### src/rtl/axi_rd_burst_split.sv
// AXI4 read burst splitter: issues long INCR bursts as MAX_BURST_LEN-beat chunks
// and merges the returned R beats back into a single response with one rlast.
module axi_rd_burst_split #(
    parameter int unsigned ADDR_WIDTH    = 32,
    parameter int unsigned DATA_WIDTH    = 64,
    parameter int unsigned ID_WIDTH      = 5,
    parameter int unsigned USER_WIDTH    = 1,
    parameter int unsigned MAX_BURST_LEN = 16
) (
    input  logic                  clk,
    input  logic                  rst_n,
    // slave AR
    input  logic [ID_WIDTH-1:0]   s_axi_arid,
    input  logic [ADDR_WIDTH-1:0] s_axi_araddr,
    input  logic [7:0]            s_axi_arlen,
    input  logic [2:0]            s_axi_arsize,
    input  logic [1:0]            s_axi_arburst,
    input  logic                  s_axi_arlock,
    input  logic [3:0]            s_axi_arcache,
    input  logic [2:0]            s_axi_arprot,
    input  logic [3:0]            s_axi_arqos,
    input  logic [3:0]            s_axi_arregion,
    input  logic [USER_WIDTH-1:0] s_axi_aruser,
    input  logic                  s_axi_arvalid,
    output logic                  s_axi_arready,
    // slave R
    output logic [ID_WIDTH-1:0]   s_axi_rid,
    output logic [DATA_WIDTH-1:0] s_axi_rdata,
    output logic [1:0]            s_axi_rresp,
    output logic                  s_axi_rlast,
    output logic [USER_WIDTH-1:0] s_axi_ruser,
    output logic                  s_axi_rvalid,
    input  logic                  s_axi_rready,
    // master AR
    output logic [ID_WIDTH-1:0]   m_axi_arid,
    output logic [ADDR_WIDTH-1:0] m_axi_araddr,
    output logic [7:0]            m_axi_arlen,
    output logic [2:0]            m_axi_arsize,
    output logic [1:0]            m_axi_arburst,
    output logic                  m_axi_arlock,
    output logic [3:0]            m_axi_arcache,
    output logic [2:0]            m_axi_arprot,
    output logic [3:0]            m_axi_arqos,
    output logic [3:0]            m_axi_arregion,
    output logic [USER_WIDTH-1:0] m_axi_aruser,
    output logic                  m_axi_arvalid,
    input  logic                  m_axi_arready,
    // master R
    input  logic [ID_WIDTH-1:0]   m_axi_rid,
    input  logic [DATA_WIDTH-1:0] m_axi_rdata,
    input  logic [1:0]            m_axi_rresp,
    input  logic                  m_axi_rlast,
    input  logic [USER_WIDTH-1:0] m_axi_ruser,
    input  logic                  m_axi_rvalid,
    output logic                  m_axi_rready
);

    localparam int unsigned CNT_W      = 9;
    localparam logic [CNT_W-1:0] MAX_BEATS  = CNT_W'(MAX_BURST_LEN);
    localparam logic [7:0]       MAX_LEN_M1 = 8'(MAX_BURST_LEN - 1);
    localparam logic [1:0]       BURST_INCR = 2'b01;

    localparam logic [1:0] IDLE  = 2'd0;
    localparam logic [1:0] ISSUE = 2'd1;
    localparam logic [1:0] DRAIN = 2'd2;

    logic [1:0]            state_q,     state_d;
    logic                  arready_q,   arready_d;
    logic                  arvalid_q,   arvalid_d;
    logic                  rst_done_q,  rst_done_d;
    logic [ID_WIDTH-1:0]   id_q,        id_d;
    logic [ADDR_WIDTH-1:0] addr_q,      addr_d;
    logic [7:0]            len_q,       len_d;
    logic [2:0]            size_q,      size_d;
    logic [1:0]            burst_q,     burst_d;
    logic                  lock_q,      lock_d;
    logic [3:0]            cache_q,     cache_d;
    logic [2:0]            prot_q,      prot_d;
    logic [3:0]            qos_q,       qos_d;
    logic [3:0]            region_q,    region_d;
    logic [USER_WIDTH-1:0] user_q,      user_d;
    logic [CNT_W-1:0]      rem_issue_q, rem_issue_d;
    logic [CNT_W-1:0]      rem_beats_q, rem_beats_d;

    logic                  r_active_c;
    logic                  s_ar_hs_c;
    logic                  m_ar_hs_c;
    logic                  r_hs_c;
    logic [CNT_W-1:0]      total_c;
    logic [CNT_W-1:0]      chunk_c;
    logic [CNT_W-1:0]      rem_next_c;
    logic                  unused_m_rlast;

    // The beat count alone decides where the merged burst ends.
    assign unused_m_rlast = m_axi_rlast;

    assign r_active_c = rst_n && (state_q != IDLE);
    assign s_ar_hs_c  = s_axi_arvalid && arready_q;
    assign m_ar_hs_c  = arvalid_q && m_axi_arready;
    assign r_hs_c     = r_active_c && m_axi_rvalid && s_axi_rready;
    assign total_c    = {1'b0, s_axi_arlen} + CNT_W'(1);
    assign chunk_c    = {1'b0, len_q} + CNT_W'(1);
    assign rem_next_c = rem_issue_q - chunk_c;

    // Next-state and register-input logic
    always_comb begin
        state_d     = state_q;
        rst_done_d  = 1'b1;
        id_d        = id_q;
        addr_d      = addr_q;
        len_d       = len_q;
        size_d      = size_q;
        burst_d     = burst_q;
        lock_d      = lock_q;
        cache_d     = cache_q;
        prot_d      = prot_q;
        qos_d       = qos_q;
        region_d    = region_q;
        user_d      = user_q;
        rem_issue_d = rem_issue_q;
        rem_beats_d = rem_beats_q;

        if (r_hs_c) begin
            rem_beats_d = rem_beats_q - CNT_W'(1);
        end

        case (state_q)
            IDLE: begin
                if (s_ar_hs_c) begin
                    id_d        = s_axi_arid;
                    addr_d      = s_axi_araddr;
                    size_d      = s_axi_arsize;
                    burst_d     = s_axi_arburst;
                    lock_d      = s_axi_arlock;
                    cache_d     = s_axi_arcache;
                    prot_d      = s_axi_arprot;
                    qos_d       = s_axi_arqos;
                    region_d    = s_axi_arregion;
                    user_d      = s_axi_aruser;
                    rem_issue_d = total_c;
                    rem_beats_d = total_c;
                    // Only long INCR bursts get chunked; everything else keeps its len.
                    if ((s_axi_arburst == BURST_INCR) && (total_c > MAX_BEATS)) begin
                        len_d = MAX_LEN_M1;
                    end else begin
                        len_d = s_axi_arlen;
                    end
                    state_d = ISSUE;
                end
            end
            ISSUE: begin
                if (m_ar_hs_c) begin
                    addr_d      = addr_q + (ADDR_WIDTH'(chunk_c) << size_q);
                    rem_issue_d = rem_next_c;
                    if (rem_next_c == '0) begin
                        state_d = DRAIN;
                    end else if (rem_next_c > MAX_BEATS) begin
                        len_d = MAX_LEN_M1;
                    end else begin
                        len_d = 8'(rem_next_c - CNT_W'(1));
                    end
                end
            end
            DRAIN: begin
                if (r_hs_c && (rem_beats_q == CNT_W'(1))) begin
                    state_d = IDLE;
                end
            end
            default: begin
                state_d = IDLE;
            end
        endcase

        arvalid_d = (state_d == ISSUE);
        // Hold AR ready low for one extra cycle after reset release.
        arready_d = rst_done_q && (state_d == IDLE);
    end

    always_ff @(posedge clk) begin
        if (!rst_n) begin
            state_q     <= IDLE;
            arready_q   <= 1'b0;
            arvalid_q   <= 1'b0;
            rst_done_q  <= 1'b0;
            id_q        <= '0;
            addr_q      <= '0;
            len_q       <= '0;
            size_q      <= '0;
            burst_q     <= '0;
            lock_q      <= 1'b0;
            cache_q     <= '0;
            prot_q      <= '0;
            qos_q       <= '0;
            region_q    <= '0;
            user_q      <= '0;
            rem_issue_q <= '0;
            rem_beats_q <= '0;
        end else begin
            state_q     <= state_d;
            arready_q   <= arready_d;
            arvalid_q   <= arvalid_d;
            rst_done_q  <= rst_done_d;
            id_q        <= id_d;
            addr_q      <= addr_d;
            len_q       <= len_d;
            size_q      <= size_d;
            burst_q     <= burst_d;
            lock_q      <= lock_d;
            cache_q     <= cache_d;
            prot_q      <= prot_d;
            qos_q       <= qos_d;
            region_q    <= region_d;
            user_q      <= user_d;
            rem_issue_q <= rem_issue_d;
            rem_beats_q <= rem_beats_d;
        end
    end

    assign s_axi_arready  = arready_q;
    assign m_axi_arvalid  = arvalid_q;
    assign m_axi_arid     = id_q;
    assign m_axi_araddr   = addr_q;
    assign m_axi_arlen    = len_q;
    assign m_axi_arsize   = size_q;
    assign m_axi_arburst  = burst_q;
    assign m_axi_arlock   = lock_q;
    assign m_axi_arcache  = cache_q;
    assign m_axi_arprot   = prot_q;
    assign m_axi_arqos    = qos_q;
    assign m_axi_arregion = region_q;
    assign m_axi_aruser   = user_q;

    // R beats flow straight through while a burst is in flight.
    assign s_axi_rvalid = r_active_c && m_axi_rvalid;
    assign m_axi_rready = r_active_c && s_axi_rready;
    assign s_axi_rid    = m_axi_rid;
    assign s_axi_rdata  = m_axi_rdata;
    assign s_axi_rresp  = m_axi_rresp;
    assign s_axi_ruser  = m_axi_ruser;
    assign s_axi_rlast  = r_active_c && (rem_beats_q == CNT_W'(1));

endmodule

### config.mk
export PLATFORM = sky130hd
export DESIGN_NAME = axi_rd_burst_split
export DESIGN_NICKNAME = d
export VERILOG_FILES = /design/src/rtl/axi_rd_burst_split.sv
export SDC_FILE = /design/constraint.sdc
export NUM_CORES = 1
export LEC_CHECK = 0
export ABC_AREA = 1
export BUFFER_PORTS_ARGS = -buffer_cell sky130_fd_sc_hd__buf_4
export CAP_MARGIN = 20
export CELL_PAD_IN_SITES_DETAIL_PLACEMENT = 2
export CELL_PAD_IN_SITES_GLOBAL_PLACEMENT = 2
export CORE_MARGIN = 3
export CORE_UTILIZATION = 27
export DETAILED_ROUTE_END_ITERATION = 10
export GPL_TIMING_DRIVEN = 0
export PLACE_DENSITY = 0.91
export SLEW_MARGIN = 40
export SYNTH_ARGS = -nofsm -noshare
export SYNTH_HDL_FRONTEND = slang
export SYNTH_SLANG_ARGS = --single-unit
export TNS_END_PERCENT = 20
### constraint.sdc
create_clock -name clk -period 8.1 [get_ports clk]
set_input_delay 1.215 -clock clk [delete_from_list [all_inputs] [get_ports clk]]
set_output_delay 1.215 -clock clk [all_outputs]
set_load 0.05 [all_outputs]
==> flow_summary.ini <==
[setup_path]
logic_depth_of_the_worst_register_to_register_path = 19
startpoint = m_axi_arlen[0]$_SDFFE_PN0P_
internal_reg_to_reg_setup_slack_ns = 3.82
timing_worst_setup_path_type = flip-flop to flip-flop
crit-reg2reg-launch = m_axi_arlen[0]$_SDFFE_PN0P_
worstSetupEndpointType = flip-flop
reg2reg_to = m_axi_araddr[28]$_SDFFE_PN0P_
cp-endpoint = m_axi_araddr[28]$_SDFFE_PN0P_
worstPathRequired_ns = 8.32
cp-start-kind = flip-flop
cp_max_fo = 6
worst-endpoint-arrival_ns = 4.50

[yosys]
synth-seq-cells = 90
post_synth_instance_area_sq_um = 7400
count_of_mapped_cells_out_of_synthesis = 1187
synth-edff-count = 0
synthArstFlopShare_pct = 0
postSynth.topFlopCell = sky130_fd_sc_hd__dfxtp_1
ys_types = 48
yosys-top-cells-area = sky130_fd_sc_hd__dfxtp_1, sky130_fd_sc_hd__nand2_1, sky130_fd_sc_hd__buf_4, sky130_fd_sc_hd__inv_1, sky130_fd_sc_hd__o21ai_0
synth.yosys.warnings = 0
synth.largest_area_cell = sky130_fd_sc_hd__dfxtp_1
synth.cells.most_frequent = sky130_fd_sc_hd__nand2_1, sky130_fd_sc_hd__inv_1, sky130_fd_sc_hd__nor2_1
synth-seq-area-share_pct = 24.3
synth_nets = 1366
synthMostInstantiatedCell = sky130_fd_sc_hd__nand2_1
area_share_of_the_leading_cell_type_in_the_synthesized_netlist_pct = 24.3
postSynthAreaPerCell_sq_um = 6.24

[floorplanning]
dieWidth_microns = 172
core_area_sq_um = 26500
initial_core_util_pct = 27.9
num_rows = 59
die_y_microns = 172
die-area_sq_um = 29400
io_pins = 290

[clock_network]
clock_tree.buffer_depth = 2
postCtsSetupRepairBufs = 0
cts_hold_buffers = 0
root_buffer = sky130_fd_sc_hd__clkbuf_16
cts_inserted_buffers = 9
cts.clk_slew.worst_paths_ns = 0.08
tritoncts = done
clock_latency_ns = 0.37
tritoncts_num_sinks = 90
h-tree-depth = 3
post_cts_resized = 0

[place]
port_buffers = 216
placed_area_sq_um = 9450
post-dp-hpwl_mm = 27.6
place_congestion = 0.940

[routing]
antenna_violating_nets_post_route = 0
detail_route.wl_per_cell_microns = 19.5
vias_per_cell = 5.05
met3_wirelength_mm = 2.17
drtIter0Drc = 400
drt_drc_violations_left = 0
firstDrtPassIters = 5
detailroute.wirelength.met2_mm = 16.7
routed_wl_mm = 34.3
detailroute.via_count = 8863
met1Wirelength_mm = 14.6
topRoutingLayerUsed = met4

[worst_hold_path]
worst_min_delay_path_category = flip-flop to flip-flop
hold_path_depth = 2

[cells_and_area]
diodes = 0
area_growth_pct = 31.5
nets = 1593
drive_above_1_share_pct = 26.4
final_design_area_no_fill_sq_um = 9740

[sta]
max_freq_mhz = 234
drv_slew = 0
tightest_slew_ns = 0.824
fin_worst_skew_ns = 0.0101
rsz0062_at_grt = false
number_of_endpoints_with_negative_hold_slack_in_the_final_report = 0
setup-violations-final = 0
worst_slew_margin_rel_pct = 45.1
layout_min_cycle_time_ns = 4.28
final.setup.tns_ns = 0
period_share_pct = 52.9
fin_worst_hold_slack_ns = 0.493

[global_routing]
grt_max_degree = 18
number_of_global_route_vias_before_repair = 9615
global_route_wire_length_before_repair_mm = 52.8
antenna_violations_before_repair = 0
grtUsageTotal_pct = 22.8
grt_overflow_total = 0

[status]
result_of_the_run = finished clean

[power]
p_per_area_nw_per_um2 = 152
leakage_uw = 0.00484
power.ir.vdd_worst_mv = 0.0765

[job]
drv_cap = 0
==> layout make-up <==
| type | instances | area, sq um |
|---|---|---|
| fillers | 3290 | 16800 |
| well taps | 335 | 419 |
| flip-flops and latches | 90 | 1800 |
| plain buffers | 112 | 739 |
| multi-input cells | 848 | 4350 |
| clock buffers | 10 | 239 |
| repair buffers | 216 | 1620 |
| clock inverters | 6 | 53.8 |
| inverters | 137 | 517 |
==> per-stage QoR <==
stage / std cells / util, % / setup slack [ns] / power (uW)
final: 1754 / 36.7 / 3.82 / 1480
after CTS: 1754 / 36.7 / 3.88 / 1500
after global routing: 1754 / 36.7 / 3.49 / 1560
after floorplan: 1187 / - / 4.43 / 862
after detailed placement: 1738 / 35.6 / 3.98 / 1050
after global placement: 1738 / 35.6 / 4.21 / 1030
==> cells in the final DEF, fill, tap and decap left out, drive strengths merged <==
master,instances
fa,2
nor3,22
nand4,14
o31ai,1
nand3,99
buf,301
nor2,148
a21oi,77
nand2,290
o21a,2
a31oi,7
a211oi,3
or2,4
inv,142
o221ai,2
dfxtp,90
nor3b,1
xnor2,2
ha,31
mux2i,2
o21bai,6
clkbuf,37
a221o,1
xor2,16
o21ai,102
nand3b,9
o211ai,5
clkinvlp,1
nor4,2
==> cells by family (layout without fill, tap and decap cells) <==
group	count (synthesis)	in the layout	share of synthesized area, %
xor gates and xnor gates	18	18	2.13
AOI/OAI and AO/OA	206	206	15.2
adders and majority gates	33	33	5.78
buffers and inverters	249	481	17.0
muxes	2	2	0.270
DFF	90	90	24.3
and+or+nand+nor	589	589	35.3
==> flip-flops by register name, summed over array words and instances, names as in the netlist, 2 cells and up <==
| name | flops |
|---|---|
| m_axi_araddr | 32 |
| rem_beats_q | 9 |
| rem_issue_q | 9 |
| m_axi_arlen | 8 |
| m_axi_arid | 5 |
| m_axi_arcache | 4 |
| m_axi_arqos | 4 |
| m_axi_arregion | 4 |
| m_axi_arprot | 3 |
| m_axi_arsize | 3 |
| m_axi_arburst | 2 |
| state_q | 2 |
==> worst max-delay path, stage by stage, from the launching register on <==
cell	delay, ns
sky130_fd_sc_hd__dfxtp_1	0.47
sky130_fd_sc_hd__ha_1	0.26
sky130_fd_sc_hd__nand2_2	0.08
sky130_fd_sc_hd__nor2_2	0.20
sky130_fd_sc_hd__nand2_1	0.13
sky130_fd_sc_hd__o21ai_0	0.25
sky130_fd_sc_hd__nand2_1	0.16
sky130_fd_sc_hd__o21ai_0	0.29
sky130_fd_sc_hd__o21ai_0	0.19
sky130_fd_sc_hd__o21ai_0	0.34
sky130_fd_sc_hd__ha_1	0.25
sky130_fd_sc_hd__nand2_1	0.20
sky130_fd_sc_hd__o21ai_0	0.51
sky130_fd_sc_hd__inv_1	0.16
sky130_fd_sc_hd__nand3_1	0.21
sky130_fd_sc_hd__nand2_1	0.11
sky130_fd_sc_hd__nand3_1	0.08
sky130_fd_sc_hd__nand3_1	0.08
sky130_fd_sc_hd__nand2_1	0.10
sky130_fd_sc_hd__a21oi_1	0.06
==> how the worst min path moves through the flow <==
stage,to,from
2_1_floorplan,s_axi_arready$_SDFF_PN0_,rst_done_q$_DFF_P_
3_5_place_dp,rem_beats_q[6]$_SDFF_PN0_,rem_beats_q[6]$_SDFF_PN0_
6_report,m_axi_arprot[2]$_SDFFE_PN0P_,m_axi_arprot[2]$_SDFFE_PN0P_
5_1_grt,m_axi_arregion[0]$_SDFFE_PN0P_,m_axi_arregion[0]$_SDFFE_PN0P_
3_3_place_gp,s_axi_arready$_SDFF_PN0_,rst_done_q$_DFF_P_
4_1_cts,rem_beats_q[6]$_SDFF_PN0_,rem_beats_q[6]$_SDFF_PN0_
==> layer usage <==
layer	vias up	GRT usage, %
met2	283	39.9
met5	-	0
met1	4310	28.3
met3	44	4.96
met4	0	6.33
li1	4226	-
==> power by group <==
part,switching (uW),internal (uW)
registers,25.8,467
clock network,221,224
logic,369,178
total,616,869
No activity file was read; power rests on OpenSTA's default activity.
